`src/rtl/ctrl_pkg.sv`:
```
// Shared constants for the multi-cycle RISC-V main control unit and alu_control.
// Holds opcode values, alu_op codes, state encoding and datapath mux selects.
package ctrl_pkg;

  localparam logic [6:0] OP_LOAD   = 7'b0000011;
  localparam logic [6:0] OP_STORE  = 7'b0100011;
  localparam logic [6:0] OP_R      = 7'b0110011;
  localparam logic [6:0] OP_I      = 7'b0010011;
  localparam logic [6:0] OP_BRANCH = 7'b1100011;

  // alu_op is the contract with alu_control: FUNCT asks it to decode funct3.
  localparam logic [1:0] ALUOP_ADD   = 2'b00;
  localparam logic [1:0] ALUOP_SUB   = 2'b01;
  localparam logic [1:0] ALUOP_FUNCT = 2'b10;

  localparam logic [2:0] F3_BEQ = 3'b000;
  localparam logic [2:0] F3_BNE = 3'b001;

  localparam logic [3:0] S_IDLE     = 4'd0;
  localparam logic [3:0] S_FETCH    = 4'd1;
  localparam logic [3:0] S_DECODE   = 4'd2;
  localparam logic [3:0] S_MEM_ADDR = 4'd3;
  localparam logic [3:0] S_MEM_RD   = 4'd4;
  localparam logic [3:0] S_MEM_WB   = 4'd5;
  localparam logic [3:0] S_MEM_WR   = 4'd6;
  localparam logic [3:0] S_EXEC_R   = 4'd7;
  localparam logic [3:0] S_EXEC_I   = 4'd8;
  localparam logic [3:0] S_ALU_WB   = 4'd9;
  localparam logic [3:0] S_BRANCH   = 4'd10;
  localparam logic [3:0] S_TRAP     = 4'd11;

  localparam logic [1:0] SRCA_PC    = 2'b00;
  localparam logic [1:0] SRCA_OLDPC = 2'b01;
  localparam logic [1:0] SRCA_REG   = 2'b10;

  localparam logic [1:0] SRCB_REG  = 2'b00;
  localparam logic [1:0] SRCB_FOUR = 2'b01;
  localparam logic [1:0] SRCB_IMM  = 2'b10;

  localparam logic [1:0] RES_ALUOUT = 2'b00;
  localparam logic [1:0] RES_MDR    = 2'b01;
  localparam logic [1:0] RES_ALU    = 2'b10;

  function automatic logic is_mem_op(input logic [6:0] op);
    return (op == OP_LOAD) || (op == OP_STORE);
  endfunction

endpackage

```
`src/rtl/main_control_fsm.sv`:
```
// Multi-cycle main control FSM: sequences fetch/decode/execute/memory/writeback
// and drives datapath strobes, mux selects and alu_op from the state register.
module main_control_fsm
  import ctrl_pkg::*;
#(
  parameter bit RESET_TRAP_STICKY = 1'b1
) (
  input  logic       clk,
  input  logic       rst_n,
  input  logic [6:0] opcode,
  input  logic [2:0] funct3,
  input  logic       zero,
  input  logic       mem_ready,
  output logic       mem_read,
  output logic       mem_write,
  output logic       i_or_d,
  output logic       ir_write,
  output logic       pc_write,
  output logic       reg_write,
  output logic [1:0] alu_src_a,
  output logic [1:0] alu_src_b,
  output logic [1:0] alu_op,
  output logic [1:0] result_src,
  output logic       halted,
  output logic [3:0] dbg_state
);

  logic [3:0] r_state;
  logic [3:0] w_next_state;

  always_ff @(posedge clk or negedge rst_n) begin
    if (!rst_n) r_state <= S_IDLE;
    else        r_state <= w_next_state;
  end

  always_comb begin
    w_next_state = r_state;
    case (r_state)
      S_IDLE:   w_next_state = S_FETCH;
      S_FETCH:  if (mem_ready) w_next_state = S_DECODE;
      S_DECODE: begin
        if (is_mem_op(opcode))       w_next_state = S_MEM_ADDR;
        else if (opcode == OP_R)      w_next_state = S_EXEC_R;
        else if (opcode == OP_I)      w_next_state = S_EXEC_I;
        else if (opcode == OP_BRANCH) w_next_state = S_BRANCH;
        else                          w_next_state = S_TRAP;
      end
      S_MEM_ADDR: w_next_state = (opcode == OP_LOAD) ? S_MEM_RD : S_MEM_WR;
      S_MEM_RD:   if (mem_ready) w_next_state = S_MEM_WB;
      S_MEM_WB:   w_next_state = S_FETCH;
      S_MEM_WR:   if (mem_ready) w_next_state = S_FETCH;
      S_EXEC_R:   w_next_state = S_ALU_WB;
      S_EXEC_I:   w_next_state = S_ALU_WB;
      S_ALU_WB:   w_next_state = S_FETCH;
      S_BRANCH:   w_next_state = S_FETCH;
      S_TRAP:     w_next_state = RESET_TRAP_STICKY ? S_TRAP : S_FETCH;
      default:    w_next_state = S_IDLE;
    endcase
  end

  // Only FETCH and BRANCH look at inputs; every other output is pure state decode.
  always_comb begin
    mem_read   = 1'b0;
    mem_write  = 1'b0;
    i_or_d     = 1'b0;
    ir_write   = 1'b0;
    pc_write   = 1'b0;
    reg_write  = 1'b0;
    alu_src_a  = SRCA_PC;
    alu_src_b  = SRCB_REG;
    alu_op     = ALUOP_ADD;
    result_src = RES_ALUOUT;
    halted     = 1'b0;
    case (r_state)
      S_FETCH: begin
        mem_read   = 1'b1;
        alu_src_b  = SRCB_FOUR;
        result_src = RES_ALU;
        ir_write   = mem_ready;
        pc_write   = mem_ready;
      end
      S_DECODE: begin
        alu_src_a = SRCA_OLDPC;
        alu_src_b = SRCB_IMM;
      end
      S_MEM_ADDR: begin
        alu_src_a = SRCA_REG;
        alu_src_b = SRCB_IMM;
      end
      S_MEM_RD: begin
        mem_read = 1'b1;
        i_or_d   = 1'b1;
      end
      S_MEM_WB: begin
        reg_write  = 1'b1;
        result_src = RES_MDR;
      end
      S_MEM_WR: begin
        mem_write = 1'b1;
        i_or_d    = 1'b1;
      end
      S_EXEC_R: begin
        alu_src_a = SRCA_REG;
        alu_src_b = SRCB_REG;
        alu_op    = ALUOP_FUNCT;
      end
      S_EXEC_I: begin
        alu_src_a = SRCA_REG;
        alu_src_b = SRCB_IMM;
        alu_op    = ALUOP_FUNCT;
      end
      S_ALU_WB: begin
        reg_write  = 1'b1;
        result_src = RES_ALUOUT;
      end
      S_BRANCH: begin
        alu_src_a  = SRCA_REG;
        alu_src_b  = SRCB_REG;
        alu_op     = ALUOP_SUB;
        result_src = RES_ALUOUT;
        if (funct3 == F3_BNE)      pc_write = ~zero;
        else if (funct3 == F3_BEQ) pc_write = zero;
      end
      S_TRAP:  halted = 1'b1;
      default: ;
    endcase
  end

  assign dbg_state = r_state;

endmodule
```
`config.mk`:
```
export PLATFORM = sky130hd
export DESIGN_NAME = main_control_fsm
export DESIGN_NICKNAME = d
export VERILOG_FILES = /design/src/rtl/ctrl_pkg.sv /design/src/rtl/main_control_fsm.sv
export SDC_FILE = /design/constraint.sdc
export NUM_CORES = 1
export LEC_CHECK = 0
export CAP_MARGIN = 20
export CORE_UTILIZATION = 35
export DETAILED_ROUTE_END_ITERATION = 7
export DONT_BUFFER_PORTS = 1
export PLACE_DENSITY_LB_ADDON = 0.2
export SETUP_SLACK_MARGIN = 0.4
export SLEW_MARGIN = 20
export SYNTH_ARGS = -nofsm -noshare
export SYNTH_HDL_FRONTEND = slang
export SYNTH_SLANG_ARGS = --single-unit
```
`constraint.sdc`:
```
create_clock -name clk -period 1.3 [get_ports clk]
set_input_delay 0.26 -clock clk [delete_from_list [all_inputs] [get_ports clk]]
set_output_delay 0.26 -clock clk [all_outputs]
set_load 0.02 [all_outputs]
```
==> run metrics <==
total iterations of the first detailed-routing run=4; worst hold path type=in -> reg; Largest delay share family, worst path=simple AND/OR/NAND/NOR gates; Yosys warning total=0; sequential cell area=105 um2; largest net degree at the start of global routing=9; area of the multi-input gates=524 um2; Top Ports=33; first-pass GRT wire length=2480 um; failing checks=negative setup slack; crit-path max cell delay=0.44 ns; # DRC=0; PD cells=2770 mW/mm2; Starting Density=38.6%; synthesis-stage register bit count=4; worst ir drop on vdd=0.00165 V; max-slew violations=0; die width=40.1 um; vias in the first global route=557; FILL cells=76; top cells by area, synth=dfrtp_1 20%, nor2_1 7.4%, nand2b_1 6.2%; run status=finished with violations; Worst-Margin Slew=0.267 ns; Syn Area/Cell=7.94 um2; clk buf depth=2; antenna violations before repair=0; Distinct cells, synth=35; WHS=0.217 ns; Max FO, Critical Path=5; Post-DRT Antenna Nets=0; clk slew on worst S/H paths=0.04 ns; ys async rst share=100%; post-synth top area cell=dfrtp_1; Critical Path RT=1.04 ns; area of the core=0.00132 mm2; fmax=622 MHz; worst path cell trace=or2b_4 -> nand2b_4 -> o21ai_4 -> buf_6; number of vias per cell=5.30; Synthesized Nets=78; CP Capture Type=output pin; Post-synth EDFFs=0; crit path time final=1.61 ns; max reg flops=4; CTS tree=built; routed wire length=1810 um; final global-route overflow total=0; arrival time worst endpoint=1.35 ns; sequential area share after synthesis=19.7%; number of diodes=0; Gate Count Post-Synth=64; drt wl/cell=15.5 um; Layout area overhead=114%; dpl hpwl=1230 um; final net count=118; Commonest cells post-synth=10 x nor2_1, 6 x nand2_1, 5 x nand2b_1, 4 x dfrtp_1; CTS root buf=clkbuf_4; clock skew=0.000742 ns; Netlist Area Pre-Place=508 um2; crit share post-route=124%; GP Congestion=0.787; worst setup path class=reg -> out; final count of hold timing violations=0; count leader, synth=nor2_1; RSZ-0062 raised after global routing=yes; Leak=0.468 nW; Worst setup SP type=flop; Die Span Y=40.1 um; # setup viols final=18; DP Worst Slack=-0.0935 ns; gr usage total=24.4%; layout cells sized above 1=72.5%; Std-Cell Rows=13; max_cap viols=0; clock buffer count from CTS=3; Max-slew headroom=82.1%; slowest cell on the critical path=dfrtp_2; Port-buffer cells=0; Skew-Pair Late Insertion Delay=0.25 ns; vias=620; die footprint=0.00161 mm2; Primary FF master, synth=dfrtp_1; CP bufs+invs=1; number of DRC markers in iteration 0=3; Synth top area share=19.7%; Util after Layout=82.5%; Worst Slack Setup Final=-0.309 ns; total power=3.01 mW; CTS Sinks=4; H-Tree Depth=1
[report_power, final]
part | total (mW) | internal [mW] | switching, mW
logic | 2.57 | 1.35 | 1.21
registers | 0.279 | 0.192 | 0.0874
clock network | 0.167 | 0.104 | 0.0631
[timing repair]
action	in CTS	in global routing
gates resized for setup	25	17
hold buffers	1	0
buffers inserted	6	2
pin swaps	12	11
endpoints found under the hold margin	4	0
endpoints found under the setup margin	23	23
[final cells by class]
type	count	share of cell area [%]
repair buffers	40	38.0
multi-input cells	54	48.2
inverters	1	0.345
well taps	15	1.73
clock buffers	3	2.07
flip-flops and latches	4	9.67
[worst paths after layout]
check	from	cells after the start	to	slack [ns]
max	dbg_state[2]	4	alu_op[1]	-0.31
min in group asynchronous	rst_n	1	dbg_state[0]	0.30
min reg2reg	dbg_state[2]	2	dbg_state[2]	0.72
max in group asynchronous	rst_n	1	dbg_state[1]	0.80
max reg2reg	dbg_state[3]	5	dbg_state[3]	-0.16
min	opcode[4]	2	dbg_state[2]	0.22
[layout by cell type (no fill, tap or decap)]
cell / instances
nand2_1: 5
nor3_1: 2
a211o_1: 1
nor3_4: 3
nand4bb_1: 1
a221o_1: 1
buf_12: 1
o2bb2ai_1: 1
a311oi_2: 1
o21ai_0: 1
o31a_1: 1
nor2b_1: 2
xnor2_1: 1
nor2_1: 3
xnor2_4: 1
buf_8: 2
buf_4: 14
a222oi_1: 1
nor2b_4: 2
inv_1: 1
o21ai_4: 2
nand2_2: 1
dlygate4sd3_1: 1
and2_4: 1
nand2b_4: 3
or3_1: 1
nand2b_1: 3
or2_1: 1
nand4_1: 1
nor3b_2: 1
clkbuf_4: 3
a21o_4: 1
or2b_4: 2
buf_6: 22
a21oi_2: 3
dfrtp_2: 4
nor2_4: 7
[stage by stage]
| step | std cells | setup TNS, ns | cell area [um2] |
|---|---|---|---|
| finish | 117 | -3.91 | 1090 |
| global route | 117 | -4.60 | 1090 |
| CTS | 115 | -3.77 | 991 |
| detailed placement | 105 | -0.427 | 813 |
| global placement | 105 | -0.338 | 813 |
| floorplan | 64 | -2.07 | 607 |
[cells by family (layout without fill, tap and decap cells)]
| family | count (synthesis) | in the layout | synth area share (%) |
|---|---|---|---|
| flops | 4 | 4 | 19.7 |
| buf+inv | 6 | 44 | 10.1 |
| compound gates | 13 | 13 | 19.7 |
| simple gates | 39 | 39 | 47.0 |
| xor+xnor | 2 | 2 | 3.45 |
[per-layer routing]
metal	track usage, %	wire (um)
met5	0	0
met4	10.3	12
met3	5.00	96
met2	45.6	1010
met1	25.8	685
Note: power is estimated with default switching activity, not from simulation.
